--- src/rtl/fetch_seq.sv ---
`default_nettype none
// ============================================================================
// Module   : fetch_seq
// Purpose  : Instruction fetch sequencer. Owns the PC, drives the program
//            memory address and registers the returned word into a one-entry
//            valid/ready slot. Optional macro WRAP_TRAP_EN traps sequential
//            PC wrap into HALT with a sticky fault.
// Revision : 1.0  initial release
// ============================================================================
module fetch_seq #(
  parameter int Psize = 6,
  parameter int Isize = 24
) (
  input  logic             clk,
  input  logic             nReset,
  input  logic             start,
  input  logic             halt,
  output logic [Psize-1:0] address,
  input  logic [Isize:0]   I,
  output logic [Isize:0]   instr,
  output logic [Psize-1:0] instr_pc,
  output logic             instr_valid,
  input  logic             instr_ready,
  input  logic             br_abs,
  input  logic             br_rel,
  input  logic [Psize-1:0] br_target,
  output logic             running,
  output logic             fault
);

  typedef enum logic [1:0] {
    S_IDLE = 2'd0,
    S_RUN  = 2'd1,
    S_HALT = 2'd2
  } state_t;

  state_t           state_q, state_d;
  logic [Psize-1:0] pc_q, pc_d;
  logic [Psize-1:0] instr_pc_q, instr_pc_d;
  logic [Isize:0]   instr_q, instr_d;
  logic             instr_valid_q, instr_valid_d;
  logic             fault_q, fault_d;

  logic             redirect;
  logic             slot_free;
  logic             at_top;
  logic [Psize-1:0] br_dest;

`ifdef WRAP_TRAP_EN
  localparam logic [Psize-1:0] PC_MAX = '1;
  assign at_top = (pc_q == PC_MAX);
`else
  assign at_top = 1'b0;
`endif

  assign redirect  = br_abs | br_rel;
  // Relative branches are taken from the PC of the instruction in the slot.
  assign br_dest   = br_abs ? br_target : (instr_pc_q + br_target);
  assign slot_free = !instr_valid_q || instr_ready;

  always_comb begin
    state_d       = state_q;
    pc_d          = pc_q;
    instr_pc_d    = instr_pc_q;
    instr_d       = instr_q;
    instr_valid_d = instr_valid_q;
    fault_d       = fault_q;

    case (state_q)
      S_RUN: begin
        if (halt) begin
          state_d       = S_HALT;
          instr_valid_d = 1'b0;
          if (redirect) pc_d = br_dest;
        end else if (redirect) begin
          pc_d          = br_dest;
          instr_valid_d = 1'b0;
        end else if (slot_free) begin
          if (at_top) begin
            state_d       = S_HALT;
            fault_d       = 1'b1;
            instr_valid_d = 1'b0;
          end else begin
            instr_d       = I;
            instr_pc_d    = pc_q;
            instr_valid_d = 1'b1;
            pc_d          = pc_q + 1'b1;
          end
        end
      end
      default: begin
        instr_valid_d = 1'b0;
        if (start && !halt) begin
          state_d = S_RUN;
          fault_d = 1'b0;
        end
      end
    endcase
  end

  always_ff @(posedge clk or negedge nReset) begin
    if (!nReset) begin
      state_q       <= S_IDLE;
      pc_q          <= '0;
      instr_pc_q    <= '0;
      instr_q       <= '0;
      instr_valid_q <= 1'b0;
      fault_q       <= 1'b0;
    end else begin
      state_q       <= state_d;
      pc_q          <= pc_d;
      instr_pc_q    <= instr_pc_d;
      instr_q       <= instr_d;
      instr_valid_q <= instr_valid_d;
      fault_q       <= fault_d;
    end
  end

  assign address     = pc_q;
  assign instr       = instr_q;
  assign instr_pc    = instr_pc_q;
  assign instr_valid = instr_valid_q;
  assign running     = (state_q == S_RUN);
  assign fault       = fault_q;

endmodule
`default_nettype wire
--- config.mk ---
export PLATFORM = sky130hd
export DESIGN_NAME = fetch_seq
export DESIGN_NICKNAME = d
export VERILOG_FILES = /design/src/rtl/fetch_seq.sv
export SDC_FILE = /design/constraint.sdc
export NUM_CORES = 1
export LEC_CHECK = 0
export CORE_MARGIN = 8
export CORE_UTILIZATION = 25
export DETAILED_ROUTE_END_ITERATION = 8
export SLEW_MARGIN = 20
export SYNTH_ARGS = -nofsm -noshare
export SYNTH_HDL_FRONTEND = slang
export SYNTH_SLANG_ARGS = --single-unit
--- constraint.sdc ---
create_clock -name clk -period 2.5 [get_ports clk]
set_input_delay 0.375 -clock clk [delete_from_list [all_inputs] [get_ports clk]]
set_output_delay 0.375 -clock clk [all_outputs]
set_load 0.01 [all_outputs]
==> results.yml, run 1 <==
outcome:
  status: "finished, final reports clean"
sta:
  tightest_slew_ns: 0.908
  hold_viol: 0
  slew_headroom: 0.395
  rsz0062_at_grt: "no"
  fin_crit_ns: 2.01
  setup_viol: 0
  tns_ns: 0
  setup_ws_ns: 0.489
  skew_ns: 0.0102
  finalMaxSlewViolations: 0
  fmax_mhz: 497
  fin_crit_sh: 0.804
global_route:
  grt_pass1_wl_mm: 8.56
  antenna_found_initial: 0
  globalRouteTotalUtil: 0.0944
  grt_pass1_vias: 1575
  grt-busiest-layer: "met2"
  grtUsageMet1: 0.122
  met2_usage: 0.147
  use_met3: 0.0309
  grt-ovfl-total: 0
  grt_max_degree: 41
clock_tree:
  cts_buffers: 5
  htree_levels: 2
  clock_path_buffers: 2
  cts.clk_slew.worst_paths_ns: 0.08
  clkSinkCount: 40
  ctsRootBufferMaster: "clkbuf_8"
  postCtsHoldBufs: 0
  cts_tree: "done"
  insertion_delay_ns: 0.29
  cts_resized: 0
  cts_setup_buffers: 0
synthesis:
  synth_seq_cells: 40
  synth.most_common_cell: "dfrtp_1"
  async_flop_share: 1.00
  syn_nets: 203
  ys_seq_area_frac: 0.492
  syn_area_per_cell_um2: 12.9
  yosysWarnings: 0
  syn_area_mm2: 0.00203
  synth_cell_types: 37
  netlist_top_cells_area: "dfrtp_1, mux2_4, a21oi_1"
  synth_top_area_cell: "dfrtp_1"
  ys_top_cells_by_count: "dfrtp_1, mux2_4, a21oi_1"
  ys.flop_type: "dfrtp_1"
  syn_inst: 158
  synth_top_area_frac: 0.492
  synth_edf_count: 0
layout:
  diodes: 0
  area_delta_synth_final_pct: 49.2
  fin_util: 0.377
  nets: 285
  drive_gt1_frac: 0.199
detailed_routing:
  drc: 0
  drt-initial-drc-count: 52
  vias_per_cell: 4.38
  wl_per_cell_um: 15.0
  num_vias: 1514
  drtPass1Iterations: 4
  wl_mm: 5.18
  ant_nets: 0
power:
  finalPower_mw: 3.23
  peakVddDrop_mv: 0.338
  power_frac_comb: 0.463
  p_switching_uw: 999
  p_leak_nw: 1.39
  p_int_mw: 2.23
  seq_power_share: 0.358
  p_clk_frac: 0.179
  pwr_density_cell_mw_per_mm2: 1070
  switching_share: 0.309
floorplan:
  die_height_um: 106
  ios: 78
  rows: 33
  initial_core_util: 0.253
  fp.dieW_um: 106
  die-area_mm2: 0.0113
  core_mm2: 0.00805
worst_setup_path:
  cp_data_arrival_time_ns: 1.64
  setup.worst_path.class: "flip-flop to output pin"
  worst_r2r_endpoint: "address[5]"
  required_ns: 2.12
  reg2reg_from: "instr_pc[4]"
  rrSetupSlack_ns: 0.62
  reg2reg_depth: 7
  cp-end-kind: "output pin"
  critPathLaunchType: "flip-flop"
  cp-startpoint: "state_q[1]"
  worstPathMaxFanout: 6
hold_path:
  holdCritPathClass: "input pin to async pin"
placement:
  numPortBuffers: 76
  dp_slack_ns: 0.212
  gp_congestion: 0.810
  hpwl_mm: 3.89
flow_run:
  cap_violations: 0
## placed cells by master (no fill, tap or decap), types with 2 or more instances in the layout
master	netlist	layout
xor2_1	2	2
inv_1	8	8
o21ai_0	3	3
nand3_1	5	5
mux2_4	30	30
nand2_1	2	2
xnor2_1	2	2
ha_1	6	6
and2b_1	2	2
nor2_1	8	8
nor2b_1	3	3
o31ai_1	2	2
a211oi_1	2	2
clkdlybuf4s50_1	0	75
nor3_1	3	3
mux2i_1	2	2
a31oi_1	2	2
clkbuf_8	0	7
a21oi_1	15	15
dfrtp_1	40	40
buf_4	1	5
## flip-flops by register name (all words and copies together), names as in the netlist
| register | count |
|---|---|
| address | 6 |
| instr | 25 |
| instr_pc | 6 |
| instr_valid | 1 |
| state_q | 2 |
## cells by family after synthesis
group                    count (synthesis)  share of synthesized area
adder cells (fa/ha/maj)                  7                     0.0467
flip-flops                              40                      0.492
other                                    1                    0.00184
buffers and inverters                   14                     0.0394
XOR/XNOR                                 4                     0.0172
AND/OR/NAND/NOR                         31                     0.0843
AO/OA/AOI/OAI                           28                     0.0818
multiplexers                            33                      0.237
## critical path: stages, from the launching register on
cell and delay, ns:
dfrtp_1 0.39, and2b_1 0.35, clkdlybuf4s50_1 0.60
## power by group through the flow
stage | Combinational [mW] | Clock, mW | Sequential [mW]
detailed placement | 1.52 | 0 | 1.17
CTS | 1.52 | 0.600 | 1.16
global route | 1.62 | 0.636 | 1.21
floorplan | 0.632 | 0 | 1.26
finish | 1.50 | 0.578 | 1.16
global placement | 1.50 | 0 | 1.17
## layer usage
layer | up-vias | share of wire | routed length, um
met5 | - | 0 | 0
met4 | 0 | 0.011 | 59
met2 | 52 | 0.46 | 2400
met3 | 6 | 0.066 | 344
li1 | 719 | - | -
met1 | 737 | 0.46 | 2380
## layout make-up
type,instances,area [um2]
Clock buffer,7,96.3
Inverter,8,30.0
Multi-Input combinational cell,104,953
Tap cell,105,131
Timing Repair Buffer,81,793
Clock inverter,1,30.0
Fill cell,800,5020
Sequential cell,40,1000
## worst max-delay path by stage
stage	slack, ns	endpoint	cells past startpoint
after floorplan	0.77	address[5]	7
after global placement	0.24	address[4]	10
after detailed placement	0.21	address[2]	9
after CTS	0.48	running	2
after global routing	0.36	address[4]	10
final	0.49	running	2
## per-stage QoR
step | area [um2] | cells | hold slack (ns)
final | 3040 | 346 | 0.208
after global routing | 3040 | 346 | 0.281
after CTS | 3040 | 346 | 0.248
after detailed placement | 2910 | 338 | 0.492
after floorplan | 2030 | 158 | 0.0794
after global placement | 2910 | 338 | 0.491
Note: power is estimated with default switching activity, not from simulation.
==> run 2, diff against run 1 <==
==> constraint.sdc (replaced) <==
create_clock -name clk -period 1.7 [get_ports clk]
set_input_delay 0.255 -clock clk [delete_from_list [all_inputs] [get_ports clk]]
set_output_delay 0.255 -clock clk [all_outputs]
set_load 0.01 [all_outputs]
==> results.yml, run 2 (same netlist as run 1, synthesis figures left out) <==
outcome:
  status: "finished, final reports clean"
power:
  p_leak_nw: 1.53
  p_switching_mw: 1.58
  p_int_mw: 3.42
  power_frac_comb: 0.501
  switching_share: 0.316
  p_clk_frac: 0.158
  peakVddDrop_mv: 0.590
  pwr_density_cell_mw_per_mm2: 1530
  seq_power_share: 0.342
sta:
  tightest_slew_ns: 0.517
  fin_crit_ns: 1.70
  fmax_mhz: 589
  setup_viol: 0
  setup_ws_ns: 0.00105
  finalMaxSlewViolations: 0
  tns_ns: 0
  fin_crit_sh: 0.999
  hold_viol: 0
  rsz0062_at_grt: "yes"
  slew_headroom: 0.656
  skew_ns: 0.00409
detailed_routing:
  wl_mm: 5.53
  drt-initial-drc-count: 40
  drc: 0
  num_vias: 1572
  wl_per_cell_um: 15.0
  met3_length_um: 327
  drtPass1Iterations: 4
  route.met2.wl_mm: 2.63
  ant_nets: 0
  met1_length_mm: 2.54
  vias_per_cell: 4.26
  top_layer: "met4"
worst_setup_path:
  cp-startpoint: "br_target[2]"
  cp_data_arrival_time_ns: 1.89
  setup.worst_path.class: "input pin to flip-flop"
  cp-endpoint: "address[5]"
  reg2reg_depth: 7
  cp-end-kind: "flip-flop"
  required_ns: 1.89
  rrSetupSlack_ns: 0.001
  worstPathMaxFanout: 2
  worst_r2r_endpoint: "address[5]"
  reg2reg_from: "instr_pc[1]"
  critPathLaunchType: "input pin"
clock_tree:
  cts_tree: "done"
  postCtsHoldBufs: 0
  insertion_delay_ns: 0.29
  cts.clk_slew.worst_paths_ns: 0.08
  ctsRootBufferMaster: "clkbuf_8"
  cts_buffers: 5
  clock_path_buffers: 2
  clkSinkCount: 40
  htree_levels: 2
flow_run:
  cap_violations: 0
floorplan:
  core_mm2: 0.00805
  fp.dieW_um: 106
  initial_core_util: 0.253
  die_height_um: 106
  die-area_mm2: 0.0113
  ios: 78
  rows: 33
layout:
  final_area_mm2: 0.00326
  largest_reg_flops: 25
  nets: 308
  area_delta_synth_final_pct: 60.5
  fin_util: 0.405
  layout_commonest_cell: "clkdlybuf4s50_1"
  diodes: 0
  final_cell_mix: "clkdlybuf4s50_1, dfrtp_1, mux2_4"
  drive_gt1_frac: 0.322
placement:
  hpwl_mm: 4.17
  placedInstanceArea_mm2: 0.00310
  dp_slack_ns: -0.402
  numPortBuffers: 76
  gp_congestion: 0.835
global_route:
  grt_pass1_vias: 1753
  antenna_found_initial: 0
  grt_pass1_wl_mm: 9.27
  globalRouteTotalUtil: 0.101
  grt-ovfl-total: 0
  grt_max_degree: 41
hold_path:
  holdCritPathClass: "input pin to async pin"
run 2: changes by cell type in the layout (fill, tap and decap cells not counted), sizes merged, moves of 2 or more:
cell / previous run / this run
dlygate4sd2: 0 / 2
clkdlybuf4s50: 75 / 71
clkbuf: 7 / 5
buf: 6 / 29
dlymetal6s2s: 0 / 2
run 2: area by class of cell:
| type | instances | area [um2] |
|---|---|---|
| clock buffer | 5 | 68.8 |
| clock inverter | 3 | 42.5 |
| fill | 794 | 4790 |
| inverter | 8 | 30.0 |
| multi-input combinational | 104 | 1000 |
| sequential | 40 | 1000 |
| tap | 105 | 131 |
| timing repair buffer | 104 | 985 |
run 2: through the flow:
stage / power, mW / std cells / hold slack [ns]
floorplan: 2.80 / 158 / -0.0406
global placement: 4.14 / 360 / 0.360
detailed placement: 4.18 / 360 / 0.357
CTS: 5.04 / 369 / 0.0317
global route: 5.36 / 369 / 0.0689
finish: 5.00 / 369 / 0.0219
run 2: layer usage:
metal | global-route usage | up-vias
met5 | 0 | -
met3 | 0.0309 | 5
met4 | 0.0231 | 0
met2 | 0.164 | 50
met1 | 0.129 | 751
li1 | - | 766
run 2: repair_timing:
action	in CTS	in global routing
cloned	0	0
gates resized for setup	6	13
endpoints found under the setup margin	5	10
pin swaps	7	5
buffers inserted	1	0
run 2: worst min path at each step:
stage	cells past startpoint	start	end	slack (ns)
floorplan	0	nReset	address[0]	-0.04
global placement	2	nReset	instr[18]	0.36
detailed placement	2	nReset	instr[17]	0.36
CTS	2	nReset	instr[17]	0.03
global route	2	nReset	instr[3]	0.07
finish	2	nReset	instr[17]	0.02
run 2: worst max-delay path, stage by stage:
cell and delay [ns]:
clkdlybuf4s50_1 0.51, ha_1 0.26, nor2b_2 0.17, a31oi_1 0.16
mux2i_1 0.24, xor2_1 0.09, o311ai_1 0.22
run 2: power groups by stage:
stage / registers [mW] / clock network, mW / logic [mW]
after global routing: 1.78 / 0.861 / 2.72
after floorplan: 1.85 / 0 / 0.945
after global placement: 1.70 / 0 / 2.44
after detailed placement: 1.72 / 0 / 2.47
final: 1.71 / 0.787 / 2.50
after CTS: 1.70 / 0.825 / 2.51
==> run 3, diff against run 2 <==
--- a/config.mk
+++ b/config.mk
@@ -5,9 +5,11 @@
 export SDC_FILE = /design/constraint.sdc
 export NUM_CORES = 1
 export LEC_CHECK = 0
+export CORE_ASPECT_RATIO = 0.6
 export CORE_MARGIN = 8
-export CORE_UTILIZATION = 25
+export CORE_UTILIZATION = 39
 export DETAILED_ROUTE_END_ITERATION = 8
+export PLACE_DENSITY = 0.75
 export SLEW_MARGIN = 20
 export SYNTH_ARGS = -nofsm -noshare
 export SYNTH_HDL_FRONTEND = slang
==> results.yml, run 3 (same netlist as run 1, synthesis figures left out) <==
floorplan:
  die_height_um: 71.9
  die-area_mm2: 0.00786
  core_mm2: 0.00505
  fp.dieW_um: 109
  initial_core_util: 0.402
  ios: 78
  rows: 20
global_route:
  antenna_found_initial: 0
  grt_pass1_wl_mm: 8.53
  grt_pass1_vias: 1694
  grt-ovfl-total: 0
  grt_max_degree: 24
  globalRouteTotalUtil: 0.140
detailed_routing:
  ant_nets: 0
  drc: 0
  num_vias: 1658
  vias_per_cell: 4.98
  wl_mm: 5.59
  wl_per_cell_um: 16.8
  drt-initial-drc-count: 66
  drtPass1Iterations: 4
worst_setup_path:
  worstPathCellList: "clkdlybuf4s50_1 -> ha_1 -> nor2b_1 -> a31oi_2 -> mux2i_1 -> xor2_1 -> o311ai_1"
  critPathLaunchType: "input pin"
  slowest_delay_ns: 0.45
  cp_slowest_cell: "clkdlybuf4s50_1"
  reg2reg_depth: 7
  required_ns: 1.90
  reg2reg_from: "instr_pc[1]"
  rrSetupSlack_ns: 0
  worst_r2r_endpoint: "address[5]"
  cp-end-kind: "flip-flop"
  cp_data_arrival_time_ns: 1.92
  cp-startpoint: "br_target[2]"
  worstPathMaxFanout: 2
  setup.worst_path.class: "input pin to flip-flop"
  cp-endpoint: "address[5]"
hold_path:
  holdCritPathClass: "input pin to async pin"
sta:
  holdWs_ns: 0.431
  tns_ns: -0.0216
  finalMaxSlewViolations: 0
  rsz0062_at_grt: "yes"
  setup_ws_ns: -0.0216
  fin_crit_sh: 1.01
  skew_ns: 0.00372
  fmax_mhz: 581
  fin_crit_ns: 1.72
  hold_viol: 0
  setup_viol: 1
layout:
  fillers: 414
  fin_util: 0.647
  largest_reg_flops: 25
  final_cell_mix: "clkdlybuf4s50_1, dfrtp_1, mux2_4"
  diodes: 0
  drive_gt1_frac: 0.322
  area_delta_synth_final_pct: 60.8
  nets: 312
  layout_commonest_cell: "clkdlybuf4s50_1"
outcome:
  status: "finished with violations"
  failed_checks: "setup timing"
clock_tree:
  insertion_delay_ns: 0.30
  clock_path_buffers: 2
  clkSinkCount: 40
  htree_levels: 2
  cts.clk_slew.worst_paths_ns: 0.08
  cts_tree: "done"
  ctsRootBufferMaster: "clkbuf_8"
  cts_buffers: 5
power:
  finalPower_mw: 4.86
  pwr_density_cell_mw_per_mm2: 1480
  switching_share: 0.326
  p_switching_mw: 1.58
  p_clk_frac: 0.127
  p_leak_nw: 1.56
  power_frac_comb: 0.521
  peakVddDrop_mv: 0.648
  p_int_mw: 3.27
  seq_power_share: 0.352
placement:
  gp_congestion: 0.850
  numPortBuffers: 76
  hpwl_mm: 4.17
flow_run:
  cap_violations: 0
[run 3: worst min-delay path by stage]
stage,slack (ns),depth (start not counted),start,end
final,0.43,2,nReset,instr[24]
after global routing,0.46,2,nReset,instr[11]
after CTS,0.44,2,nReset,instr[12]
after detailed placement,0.23,1,nReset,instr[12]
after global placement,0.23,1,nReset,instr[12]
after floorplan,-0.04,0,nReset,address[0]
[run 3: worst max-delay path, delay by kind of cell]
family                   cells  cell delay [ns]
buffers and inverters        1             0.45
XOR/XNOR                     1             0.09
AND/OR/NAND/NOR              1             0.16
AO/OA/AOI/OAI                2             0.42
adder cells (fa/ha/maj)      1             0.32
multiplexers                 1             0.24
[run 3: layer usage]
metal | share of wire | global-route usage
met5 | 0 | 0
met4 | 0 | 0.0491
met3 | 0.096 | 0.0477
met2 | 0.42 | 0.201
met1 | 0.49 | 0.191
[run 3: metrics by stage]
stage / std cells / setup WS [ns] / area (um2)
2_1_floorplan: 158 / -0.00290 / 2050
3_3_place_gp: 323 / -0.360 / 3100
3_5_place_dp: 323 / -0.401 / 3100
4_1_cts: 332 / -0.0579 / 3200
5_1_grt: 333 / -0.116 / 3270
6_report: 333 / -0.0216 / 3270
[run 3: cell type report]
cell class                      instances  area, um2  area share
Clock inverter                          2       12.5     0.00383
Multi-Input combinational cell        104       1020       0.313
Sequential cell                        40       1000       0.307
Timing Repair Buffer                  108       1050       0.321
Inverter                                8       30.0     0.00918
Tap cell                               66       82.6      0.0252
Clock buffer                            5       68.8      0.0210
[run 3: repair_timing]
action                                  4_1_cts  5_1_grt
resized for setup                             8       11
endpoints found under the setup margin        5       11
hold endpoints to repair                     17        0
hold buffers                                  1        0
pin swaps                                    11        9
gates cloned                                  0        1
setup buffers                                 1        0
[run 3: power groups by stage]
| stage | clock, mW | sequential [mW] | combinational [mW] |
|---|---|---|---|
| after detailed placement | 0 | 1.71 | 2.45 |
| final | 0.619 | 1.71 | 2.53 |
| after global placement | 0 | 1.68 | 2.39 |
| after CTS | 0.637 | 1.69 | 2.48 |
| after floorplan | 0 | 1.85 | 0.945 |
| after global routing | 0.671 | 1.77 | 2.72 |
